--- src/rtl/rtc_time_collector_if.sv ---
// Bundle between the RTC time collector, the I2C byte-reader stage and the
// display/application logic that consumes the decoded time set.
interface rtc_time_collector_if;
   logic [7:0] rd_addr;
   logic [7:0] rd_data;
   logic [5:0] sec_bin;
   logic [5:0] min_bin;
   logic [4:0] hour_bin;
   logic       clock_halt;
   logic       bcd_err;
   logic       time_valid;
   logic [2:0] day_bin;
   logic [4:0] date_bin;
   logic [3:0] month_bin;
   logic [6:0] year_bin;

   modport master (
      output rd_addr,
      input  rd_data,
      output sec_bin, min_bin, hour_bin, clock_halt, bcd_err, time_valid,
      output day_bin, date_bin, month_bin, year_bin
   );

   modport slave (
      input  rd_addr,
      output rd_data,
      input  sec_bin, min_bin, hour_bin, clock_halt, bcd_err, time_valid,
      input  day_bin, date_bin, month_bin, year_bin
   );
endinterface

--- src/rtl/rtc_time_collector.sv ---
// Sequences DS1307 register reads through the byte-reader stage, decodes the BCD
// bytes and publishes a coherent time set. Define RTC_DATE_EN to add calendar fields.
module rtc_time_collector #(
   parameter int FRAME_CYCLES = 64000,
   parameter int HOLD_FRAMES  = 3
) (
   input  logic                 clk_50mhz,
   input  logic                 rst_n,
   rtc_time_collector_if.master bus
);

`ifdef RTC_DATE_EN
   localparam int LAST = 6;
`else
   localparam int LAST = 2;
`endif
   localparam int FW = (FRAME_CYCLES > 1) ? $clog2(FRAME_CYCLES) : 1;

   typedef enum logic [1:0] {HOLD, CAPTURE, PUBLISH} state_t;

   state_t        state, state_nx;
   logic [FW-1:0] frame_cnt;
   logic [3:0]    hold_cnt;
   logic [2:0]    index, index_nx;
   logic [7:0]    shadow [0:LAST];
   logic          frame_tick;

   function automatic logic [7:0] rev_addr(input logic [2:0] idx);
      return {idx[0], idx[1], idx[2], 5'b0};
   endfunction

   function automatic logic [7:0] bcd(input logic [3:0] tens, input logic [3:0] units);
      return {4'b0, tens} * 8'd10 + {4'b0, units};
   endfunction

   assign frame_tick = (frame_cnt == FW'(FRAME_CYCLES - 1));

   always_comb begin
      state_nx = state;
      index_nx = index;
      case (state)
         HOLD:    if (frame_tick && hold_cnt == 4'(HOLD_FRAMES - 1)) state_nx = CAPTURE;
         CAPTURE: begin
            if (index == 3'(LAST)) state_nx = PUBLISH;
            else begin
               state_nx = HOLD;
               index_nx = index + 3'd1;
            end
         end
         PUBLISH: begin
            state_nx = HOLD;
            index_nx = 3'd0;
         end
         default: state_nx = HOLD;
      endcase
   end

   // The frame timer only runs while holding, so every register costs exactly
   // HOLD_FRAMES frames plus its capture cycle.
   always_ff @(posedge clk_50mhz or negedge rst_n) begin
      if (!rst_n) begin
         state       <= HOLD;
         frame_cnt   <= '0;
         hold_cnt    <= '0;
         index       <= '0;
         bus.rd_addr <= 8'h00;
      end else begin
         // NOTE: non-blocking assignments keep every flop sampling pre-edge values.
         state       <= state_nx;
         index       <= index_nx;
         bus.rd_addr <= rev_addr(index_nx);
         if (state == HOLD) begin
            frame_cnt <= frame_tick ? '0 : frame_cnt + FW'(1);
            if (frame_tick) hold_cnt <= hold_cnt + 4'd1;
         end
         if (state == CAPTURE) hold_cnt <= '0;
      end
   end

   // NOTE: the shadow bank is a few flops and is reset like other state; each
   // entry is rewritten before any publish uses it.
   always_ff @(posedge clk_50mhz or negedge rst_n) begin
      if (!rst_n) begin
         for (int i = 0; i <= LAST; i++) shadow[i] <= 8'h00;
      end else if (state == CAPTURE) begin
         shadow[index] <= bus.rd_data;
      end
   end

   logic [7:0] sec_raw, min_raw, hr_raw, v12;
   logic       sec_bad, min_bad, hr_bad, cal_bad;
   logic [5:0] sec_dec, min_dec;
   logic [4:0] hour_dec;
   logic [2:0] day_dec;
   logic [4:0] date_dec;
   logic [3:0] month_dec;
   logic [6:0] year_dec;
   logic       unused_bits;

   always_comb begin
      // NOTE: every comb output gets a default first so no path can infer a latch.
      hr_raw    = 8'd0;
      hr_bad    = 1'b0;
      cal_bad   = 1'b0;
      day_dec   = '0;
      date_dec  = '0;
      month_dec = '0;
      year_dec  = '0;

      sec_raw = bcd({1'b0, shadow[0][6:4]}, shadow[0][3:0]);
      sec_bad = (shadow[0][3:0] > 4'd9) || (sec_raw > 8'd59);
      sec_dec = sec_bad ? 6'd59 : sec_raw[5:0];

      min_raw = bcd({1'b0, shadow[1][6:4]}, shadow[1][3:0]);
      min_bad = (shadow[1][3:0] > 4'd9) || (min_raw > 8'd59);
      min_dec = min_bad ? 6'd59 : min_raw[5:0];

      v12 = bcd({3'b0, shadow[2][4]}, shadow[2][3:0]);
      if (!shadow[2][6]) begin
         hr_raw = bcd({2'b0, shadow[2][5:4]}, shadow[2][3:0]);
         hr_bad = (shadow[2][3:0] > 4'd9) || (hr_raw > 8'd23);
      end else begin
         hr_bad = (shadow[2][3:0] > 4'd9) || (v12 == 8'd0) || (v12 > 8'd12);
         if (v12 == 8'd12) hr_raw = shadow[2][5] ? 8'd12 : 8'd0;
         else              hr_raw = shadow[2][5] ? v12 + 8'd12 : v12;
      end
      hour_dec = hr_bad ? 5'd23 : hr_raw[4:0];

`ifdef RTC_DATE_EN
      begin
         logic [7:0] date_raw, month_raw, year_raw;
         logic       day_bad, date_bad, month_bad, year_bad;
         day_bad   = (shadow[3][2:0] == 3'd0);
         date_raw  = bcd({2'b0, shadow[4][5:4]}, shadow[4][3:0]);
         date_bad  = (shadow[4][3:0] > 4'd9) || (date_raw == 8'd0) || (date_raw > 8'd31);
         month_raw = bcd({3'b0, shadow[5][4]}, shadow[5][3:0]);
         month_bad = (shadow[5][3:0] > 4'd9) || (month_raw == 8'd0) || (month_raw > 8'd12);
         year_raw  = bcd(shadow[6][7:4], shadow[6][3:0]);
         year_bad  = (shadow[6][3:0] > 4'd9) || (year_raw > 8'd99);
         day_dec   = day_bad   ? 3'd7  : shadow[3][2:0];
         date_dec  = date_bad  ? 5'd31 : date_raw[4:0];
         month_dec = month_bad ? 4'd12 : month_raw[3:0];
         year_dec  = year_bad  ? 7'd99 : year_raw[6:0];
         cal_bad   = day_bad | date_bad | month_bad | year_bad;
      end
`endif
   end

`ifdef RTC_DATE_EN
   assign unused_bits = ^{shadow[1][7], shadow[2][7], shadow[3][7:3], shadow[4][7:6], shadow[5][7:5]};
`else
   assign unused_bits = ^{shadow[1][7], shadow[2][7], day_dec, date_dec, month_dec, year_dec, cal_bad};
`endif

   always_ff @(posedge clk_50mhz or negedge rst_n) begin
      if (!rst_n) begin
         bus.time_valid <= 1'b0;
         bus.sec_bin    <= '0;
         bus.min_bin    <= '0;
         bus.hour_bin   <= '0;
         bus.clock_halt <= 1'b0;
         bus.bcd_err    <= 1'b0;
      end else begin
         bus.time_valid <= (state == PUBLISH);
         if (state == PUBLISH) begin
            bus.sec_bin    <= sec_dec;
            bus.min_bin    <= min_dec;
            bus.hour_bin   <= hour_dec;
            bus.clock_halt <= shadow[0][7];
            bus.bcd_err    <= sec_bad | min_bad | hr_bad | cal_bad;
         end
      end
   end

`ifdef RTC_DATE_EN
   always_ff @(posedge clk_50mhz or negedge rst_n) begin
      if (!rst_n) begin
         bus.day_bin   <= '0;
         bus.date_bin  <= '0;
         bus.month_bin <= '0;
         bus.year_bin  <= '0;
      end else if (state == PUBLISH) begin
         bus.day_bin   <= day_dec;
         bus.date_bin  <= date_dec;
         bus.month_bin <= month_dec;
         bus.year_bin  <= year_dec;
      end
   end
`else
   assign bus.day_bin   = '0;
   assign bus.date_bin  = '0;
   assign bus.month_bin = '0;
   assign bus.year_bin  = '0;
`endif

endmodule

--- src/flat_wrapper.sv ---
// flat-port wrapper written by rule: the top's interface ports become plain ports
module rtc_time_collector_flat 
#(
   parameter int FRAME_CYCLES = 64000,
   parameter int HOLD_FRAMES  = 3
)
  (clk_50mhz, rst_n, bus_rd_addr, bus_rd_data, bus_sec_bin, bus_min_bin, bus_hour_bin, bus_clock_halt, bus_bcd_err, bus_time_valid, bus_day_bin, bus_date_bin, bus_month_bin, bus_year_bin);
  rtc_time_collector_if bus_i ();
  input  logic clk_50mhz;
  input  logic rst_n;
  output wire logic [$bits(bus_i.rd_addr)-1:0] bus_rd_addr;
  input wire logic [$bits(bus_i.rd_data)-1:0] bus_rd_data;
  output wire logic [$bits(bus_i.sec_bin)-1:0] bus_sec_bin;
  output wire logic [$bits(bus_i.min_bin)-1:0] bus_min_bin;
  output wire logic [$bits(bus_i.hour_bin)-1:0] bus_hour_bin;
  output wire logic [$bits(bus_i.clock_halt)-1:0] bus_clock_halt;
  output wire logic [$bits(bus_i.bcd_err)-1:0] bus_bcd_err;
  output wire logic [$bits(bus_i.time_valid)-1:0] bus_time_valid;
  output wire logic [$bits(bus_i.day_bin)-1:0] bus_day_bin;
  output wire logic [$bits(bus_i.date_bin)-1:0] bus_date_bin;
  output wire logic [$bits(bus_i.month_bin)-1:0] bus_month_bin;
  output wire logic [$bits(bus_i.year_bin)-1:0] bus_year_bin;
  assign bus_rd_addr = bus_i.rd_addr;
  assign bus_i.rd_data = bus_rd_data;
  assign bus_sec_bin = bus_i.sec_bin;
  assign bus_min_bin = bus_i.min_bin;
  assign bus_hour_bin = bus_i.hour_bin;
  assign bus_clock_halt = bus_i.clock_halt;
  assign bus_bcd_err = bus_i.bcd_err;
  assign bus_time_valid = bus_i.time_valid;
  assign bus_day_bin = bus_i.day_bin;
  assign bus_date_bin = bus_i.date_bin;
  assign bus_month_bin = bus_i.month_bin;
  assign bus_year_bin = bus_i.year_bin;
  rtc_time_collector #(.FRAME_CYCLES(FRAME_CYCLES), .HOLD_FRAMES(HOLD_FRAMES)) u_core (.clk_50mhz(clk_50mhz), .rst_n(rst_n), .bus(bus_i));
endmodule
--- config.mk ---
export PLATFORM = sky130hd
export DESIGN_NAME = rtc_time_collector_flat
export DESIGN_NICKNAME = d
export VERILOG_FILES = /design/src/rtl/rtc_time_collector_if.sv /design/src/rtl/rtc_time_collector.sv /design/src/flat_wrapper.sv
export SDC_FILE = /design/constraint.sdc
export NUM_CORES = 1
export LEC_CHECK = 0
export BUFFER_PORTS_ARGS = -buffer_cell sky130_fd_sc_hd__buf_2
export CAP_MARGIN = 5
export CORE_ASPECT_RATIO = 1.5
export CORE_UTILIZATION = 35
export DETAILED_ROUTE_END_ITERATION = 6
export HOLD_SLACK_MARGIN = 0.1
export PLACE_DENSITY = 0.58
export SKIP_CTS_REPAIR_TIMING = 1
export SLEW_MARGIN = 20
export SYNTH_ARGS = -nofsm -noshare
export SYNTH_HDL_FRONTEND = slang
export SYNTH_SLANG_ARGS = --single-unit
--- constraint.sdc ---
create_clock -name clk_50mhz -period 3.9 [get_ports clk_50mhz]
set_input_delay 0.39 -clock clk_50mhz [delete_from_list [all_inputs] [get_ports clk_50mhz]]
set_output_delay 0.39 -clock clk_50mhz [all_outputs]
set_load 0.01 [all_outputs]
==> results of run 1 <==
-- final timing paths --
path,end,startpoint,depth (start not counted)
worst max-delay path,u_core.bus.bcd_err$_DFFE_PN0P_,u_core.shadow[17]$_DFFE_PN0P_,7
worst min-delay path,u_core.hold_cnt[0]$_DFFE_PN0P_,rst_n,1
worst max register to register,u_core.bus.bcd_err$_DFFE_PN0P_,u_core.shadow[17]$_DFFE_PN0P_,7
worst min register to register,u_core.frame_cnt[10]$_DFFE_PN0P_,u_core.frame_cnt[10]$_DFFE_PN0P_,1
max in group asynchronous,u_core.bus.hour_bin[3]$_DFFE_PN0P_,rst_n,2
min in group clk_50mhz,u_core.shadow[23]$_DFFE_PN0P_,bus_rd_data[7],2
-- layout by cell type, fill, tap and decap left out, types with 7 or more instances in the layout --
cell | synthesis | routed
inv_1 | 21 | 21
dfrtp_1 | 67 | 67
xnor2_1 | 15 | 15
xor2_1 | 7 | 7
nor2_1 | 35 | 35
a21oi_1 | 17 | 17
a31oi_1 | 9 | 9
nand3_1 | 12 | 12
buf_2 | 1 | 32
ha_1 | 30 | 30
nand2_1 | 20 | 20
clkbuf_16 | 0 | 9
conb_1 | 1 | 24
o21ai_0 | 14 | 14
nor3_1 | 8 | 8
mux2_2 | 25 | 25
-- per-layer routing --
layer  part of all wire  track usage  vias to the layer above  routed length (um)
met5                  0            0                        -                   0
met4              0.018      0.06365                        0                 125
met3              0.033      0.02910                       10                 233
met2               0.55       0.2594                       46                3875
met1               0.40       0.1427                     1273                2809
li1                   -            -                     1286                   -
-- through the flow --
stage,hold WS (ns),utilization,instance area [um^2],total power [W],cells
final,0.2105,0.4120,4363,0.001746,549
after CTS,0.2458,0.4120,4363,0.001776,549
after detailed placement,0.4885,0.3809,4034,0.0008849,533
after floorplan,0.09441,-,3894,0.0008545,386
after global routing,0.3020,0.4120,4363,0.001817,549
after global placement,0.4779,0.3809,4034,0.0008802,533
-- area by class of cell --
| cell class | count | area, um^2 |
|---|---|---|
| clock buffers | 12 | 256.5 |
| clock inverters | 4 | 72.57 |
| fillers | 1044 | 6227 |
| inverters | 21 | 78.83 |
| multi-input cells | 267 | 1923 |
| flip-flops and latches | 67 | 1677 |
| well taps | 144 | 180.2 |
| repair buffers | 34 | 175.2 |
-- kinds of logic after synthesis --
family / Yosys count / synth area share
AOI/OAI and AO/OA: 58 / 0.09531
xor gates and xnor gates: 22 / 0.05061
adders and majority gates: 33 / 0.1144
buffers and inverters: 52 / 0.07723
DFF: 67 / 0.4404
muxes: 28 / 0.08183
other: 1 / 0.0009849
and+or+nand+nor: 102 / 0.1393
-- state kept, by name (all words and copies together) (netlist names), 2 cells and up --
name	cells
u_core.shadow	22
u_core.frame_cnt	16
u_core.bus.min_bin	6
u_core.bus.sec_bin	6
u_core.bus.hour_bin	5
u_core.hold_cnt	4
u_core.index	2
u_core.state	2
-- critical path, cell delays in order, from the launching register on --
cell	delay, ns
dfrtp_1	0.39
ha_1	0.23
fa_1	0.42
nand4b_1	0.22
and4bb_2	0.31
o221ai_1	0.18
a41oi_1	0.42
a31oi_1	0.14
-- where the power goes --
| group | internal, W | switching [W] | leakage [nW] | total [W] |
|---|---|---|---|---|
| clock network | 0.000593 | 0.000282 | 0.159 | 0.000875 |
| logic | 0.0000588 | 0.0000921 | 1.09 | 0.000151 |
| registers | 0.000708 | 0.0000129 | 0.871 | 0.000721 |
| total | 0.00136 | 0.000387 | 2.12 | 0.00175 |
==> results.md, run 1 <==
* Worst skew pair latency at 0.33 ns
* Row cnt at 46
* CORE AREA at 10590 um^2
* CTS tree: built
* Antenna violations before repair at 0
* Hold Crit Class: primary input to async pin
* Top-count cell post-synth: dfrtp_1
* Syn. warnings at 0
* Main area contributors after synthesis: dfrtp_1 44%, ha_1 9.9%, mux2_2 7.4%
* Yosys top cell area share at 0.4404
* Antenna viol nets, final at 0
* Max IR drop VDD at 0.2304 mV
* Starting density of the core at 0.3595
* Hpwl dp at 5385 um
* Sequential area share after synthesis at 0.4404
* Drc violations at 0
* Die height at 129.7 um
* Achievable frequency at 405.4 MHz
* Setup ws final at 1.433 ns
* Initial DRC Count at 62
* Most common library cells after synthesis: 67 x dfrtp_1, 35 x nor2_1, 30 x ha_1, 25 x mux2_2, 24 x buf_4
* Unrepaired setup endpoints after global routing: no
* Post-synth EDFFs at 0
* Gp weighted congestion at 0.7783
* Post-route clock period utilization at 0.6326
* Htree depth at 3
* Dpl ws at 1.443 ns
* Synth area leader: dfrtp_1
* Cells after synthesis at 363
* Relative slew slack at 0.3689
* CP required at 4.09 ns
* Max Cap Viol at 0
* Worst Skew at 0.004072 ns
* Global route overflow at 0
* Kind of start point of the critical path: flip-flop
* Max Root-Sink Buffers at 2
* Register-to-Register Setup Slack at 1.43 ns
* PD cells at 400.2 nW/um^2
* Buffers added on ports at 32
* Largest net degree at the start of global routing at 42
* Post-layout min period at 2.467 ns
* Via count at 2615
* Slew @ Worst Pin at 0.9467 ns
* Ys async rst share at 1.000
* Avg Inst Size Synth at 10.49 um^2
* P&R area growth vs syn at 14.59%
* Layout cells sized above 1 at 0.2049
* Router iterations before antenna repair at 4
* Clock sinks at 67
* WL final at 7044 um
* Final Hold Violating Endpoints at 0
* Slew Viols, Final at 0
* Layout Nets at 443
* Clock root buffer master: clkbuf_16
* Clock-pin slew on the worst setup and hold paths at 0.05 ns
* Vias in the first global route at 2548
* Setup crit end kind: flip-flop
* Setup TNS at 0 ns
* Vias/cell at 4.763
* Seq cells post-synth at 67
* Max FO, Critical Path at 4
* Global-route wire length before repair at 11860 um
* Synthesized area at 3807 um^2
* # diodes at 0
* Status: finished clean
* WP data arrival at 2.66 ns
* Overall routing resource usage at 0.1372
* Final setup violation count at 0
* Die ar. at 11310 um^2
* DR WL/cell at 12.83 um
* Pleak at 2.117 nW
* IO Pins at 57
* Cell variety after synth at 46
* Most common flop cell mapped by yosys: dfrtp_1
* Die Wd at 87.16 um
* CTS buffer count at 9
* Critical path class: flip-flop to flip-flop
(Power assumes the default switching activity.)
==> run 2: changes to the inputs <==
==> constraint.sdc (replaced) <==
create_clock -name clk_50mhz -period 2.4 [get_ports clk_50mhz]
set_input_delay 0.24 -clock clk_50mhz [delete_from_list [all_inputs] [get_ports clk_50mhz]]
set_output_delay 0.24 -clock clk_50mhz [all_outputs]
set_load 0.01 [all_outputs]
==> run 2 against run 1 <==
Effect of this change:
- sequential share of layout area is 0.077 points lower
- register-to-register slack lost 1.3 ns
- setup slack got worse by 1.3 ns
- sequential power up 62%
==> results.md, run 2 (synthesis results as in run 1) <==
* Max incr delay on CP at 0.40 ns (-0.02 ns)
* Max FO, Critical Path at 4 (unchanged)
* Fin area at 4372 um^2 (+0.20%)
* Kind of start point of the critical path: flip-flop
* CTS buffer count at 9 (unchanged)
* Crit-path most repeated cell: ha_1
* Die height at 129.7 um (unchanged)
* Worst skew pair latency at 0.33 ns (about the same)
* P&R area growth vs syn at 14.82%
* Dpl ws at 0.06569 ns (-1.378 ns)
* Status: finished clean
* Drc violations at 0 (unchanged)
* Router iterations before antenna repair at 4 (unchanged)
* Final setup violation count at 0 (unchanged)
* Largest regs: u_core.shadow (22), u_core.frame_cnt (16)
* Clock sinks at 67 (unchanged)
* Worst Skew at 0.005658 ns (+0.001586 ns)
* Clock root buffer master: clkbuf_16
* Critical path class: flip-flop to flip-flop
* Via count at 2650 (+1.3%)
* Max Cap Viol at 0 (unchanged)
* Overall routing resource usage at 0.1413 (+0.004114)
* Buffers added on ports at 32 (unchanged)
* Setup crit end kind: flip-flop
* Starting density of the core at 0.3595 (unchanged)
* Htree depth at 3 (unchanged)
* Largest net degree at the start of global routing at 68 (+62%)
* # diodes at 0 (unchanged)
* PD cells at 596.7 nW/um^2 (+49%)
* CTS tree: built
* CP required at 2.62 ns (-1.47 ns)
* Crit path cell chain: ha_1 -> ha_1 -> ha_1 -> nand4b_1 -> and4bb_2 -> o221ai_2 -> a41oi_1 -> buf_4 -> a31o_2
* DR WL/cell at 13.18 um (+2.7%)
* Max reg flops at 22 (unchanged)
* Vias/cell at 4.801 (+0.79%)
* Register with the most flip-flops: u_core.shadow
* WL final at 7274 um (+3.3%)
* Die Wd at 87.16 um (unchanged)
* IO Pins at 57 (unchanged)
* Slew Viols, Final at 0 (unchanged)
* Vias in the first global route at 2574 (+1.0%)
* Pleak at 2.123 nW (+0.27%)
* Area of placed instances at 4084 um^2 (+1.2%)
* Filler Cells Inserted at 1081 (+3.5%)
* Layout Nets at 450 (+1.6%)
* Die ar. at 11310 um^2 (unchanged)
* Post-layout min period at 2.310 ns (-0.1574 ns)
* CORE AREA at 10590 um^2 (unchanged)
* Post-route clock period utilization at 0.9623 (+0.3298)
* Most frequent cells in the layout: 67 x dfrtp_1, 35 x nor2_1, 32 x buf_2
* Layout cells sized above 1 at 0.2132 (+0.008297)
* WP data arrival at 2.53 ns (-0.13 ns)
* Clock-pin slew on the worst setup and hold paths at 0.05 ns (about the same)
* Slowest-stage cell, CP: dfrtp_1
* Antenna viol nets, final at 0 (unchanged)
* Max IR drop VDD at 0.3530 mV (+53%)
* Antenna violations before repair at 0 (unchanged)
* Setup TNS at 0 ns (unchanged)
* Setup ws final at 0.09040 ns (-1.343 ns)
* Hold Crit Class: primary input to flip-flop
* Final Hold Violating Endpoints at 0 (unchanged)
* Initial DRC Count at 78 (+26%)
* Commonest non-fill, non-tap cell in the layout: dfrtp_1
* Row cnt at 46 (unchanged)
* Global route overflow at 0 (unchanged)
* Max Root-Sink Buffers at 2 (unchanged)
* Global-route wire length before repair at 12110 um (+2.1%)
* Hpwl dp at 5244 um (-2.6%)
* Final core occ at 0.4128 (+0.0008270)
* Gp weighted congestion at 0.8183 (+5.1%)
* Achievable frequency at 433.0 MHz (+6.8%)
-- run 2: worst paths after layout --
kind | from | to | slack (ns) | depth (start not counted)
hold reg to reg | u_core.bus.min_bin[5]$_DFFE_PN0P_ | u_core.bus.min_bin[5]$_DFFE_PN0P_ | 0.50 | 2
hold / removal | bus_rd_data[7] | u_core.shadow[23]$_DFFE_PN0P_ | 0.15 | 2
setup reg to reg | u_core.shadow[20]$_DFFE_PN0P_ | u_core.bus.sec_bin[2]$_DFFE_PN0P_ | 0.09 | 9
max in group asynchronous | rst_n | u_core.shadow[19]$_DFFE_PN0P_ | 1.64 | 3
min in group asynchronous | rst_n | u_core.hold_cnt[3]$_DFFE_PN0P_ | 0.44 | 3
setup / recovery | u_core.shadow[20]$_DFFE_PN0P_ | u_core.bus.sec_bin[2]$_DFFE_PN0P_ | 0.09 | 9
-- run 2: critical path, delay by kind of cell (launching register included) --
family | cells | cell delay, ns
DFF | 1 | 0.40
AOI/OAI and AO/OA | 3 | 0.49
adders and majority gates | 3 | 0.72
buffers and inverters | 1 | 0.17
and+or+nand+nor | 2 | 0.42
-- run 2: power breakdown --
part | leakage [nW] | internal [W] | switching (W) | total, W
sequential | 0.871 | 0.00115 | 0.0000209 | 0.00117
clock | 0.126 | 0.000731 | 0.000442 | 0.00117
combinational | 1.13 | 0.000107 | 0.000157 | 0.000264
-- run 2: layer usage --
| layer | vias up | wire length, um | global-route usage |
|---|---|---|---|
| met1 | 1276 | 2915 | 0.1519 |
| met2 | 63 | 3878 | 0.2552 |
| li1 | 1297 | - | - |
| met3 | 14 | 288 | 0.03099 |
| met5 | - | 0 | 0 |
| met4 | 0 | 192 | 0.07715 |
-- run 2: final cells by class --
type                            count  area (um^2)  share of cell area
Multi-Input combinational cell    267         1937              0.4430
Sequential cell                    67         1677              0.3835
Clock buffer                       12        256.5             0.05867
Timing Repair Buffer               41        242.7             0.05552
Tap cell                          144        180.2             0.04121
Inverter                           21        78.83             0.01803
-- run 2: per-stage QoR --
| step | hold WS, ns | power, W | std cells |
|---|---|---|---|
| 2_1_floorplan | -0.05559 | 0.001389 | 386 |
| 3_3_place_gp | 0.2920 | 0.001438 | 538 |
| 3_5_place_dp | 0.2949 | 0.001446 | 538 |
| 4_1_cts | -0.06151 | 0.002638 | 550 |
| 5_1_grt | 0.1538 | 0.002722 | 552 |
| 6_report | 0.1465 | 0.002608 | 552 |
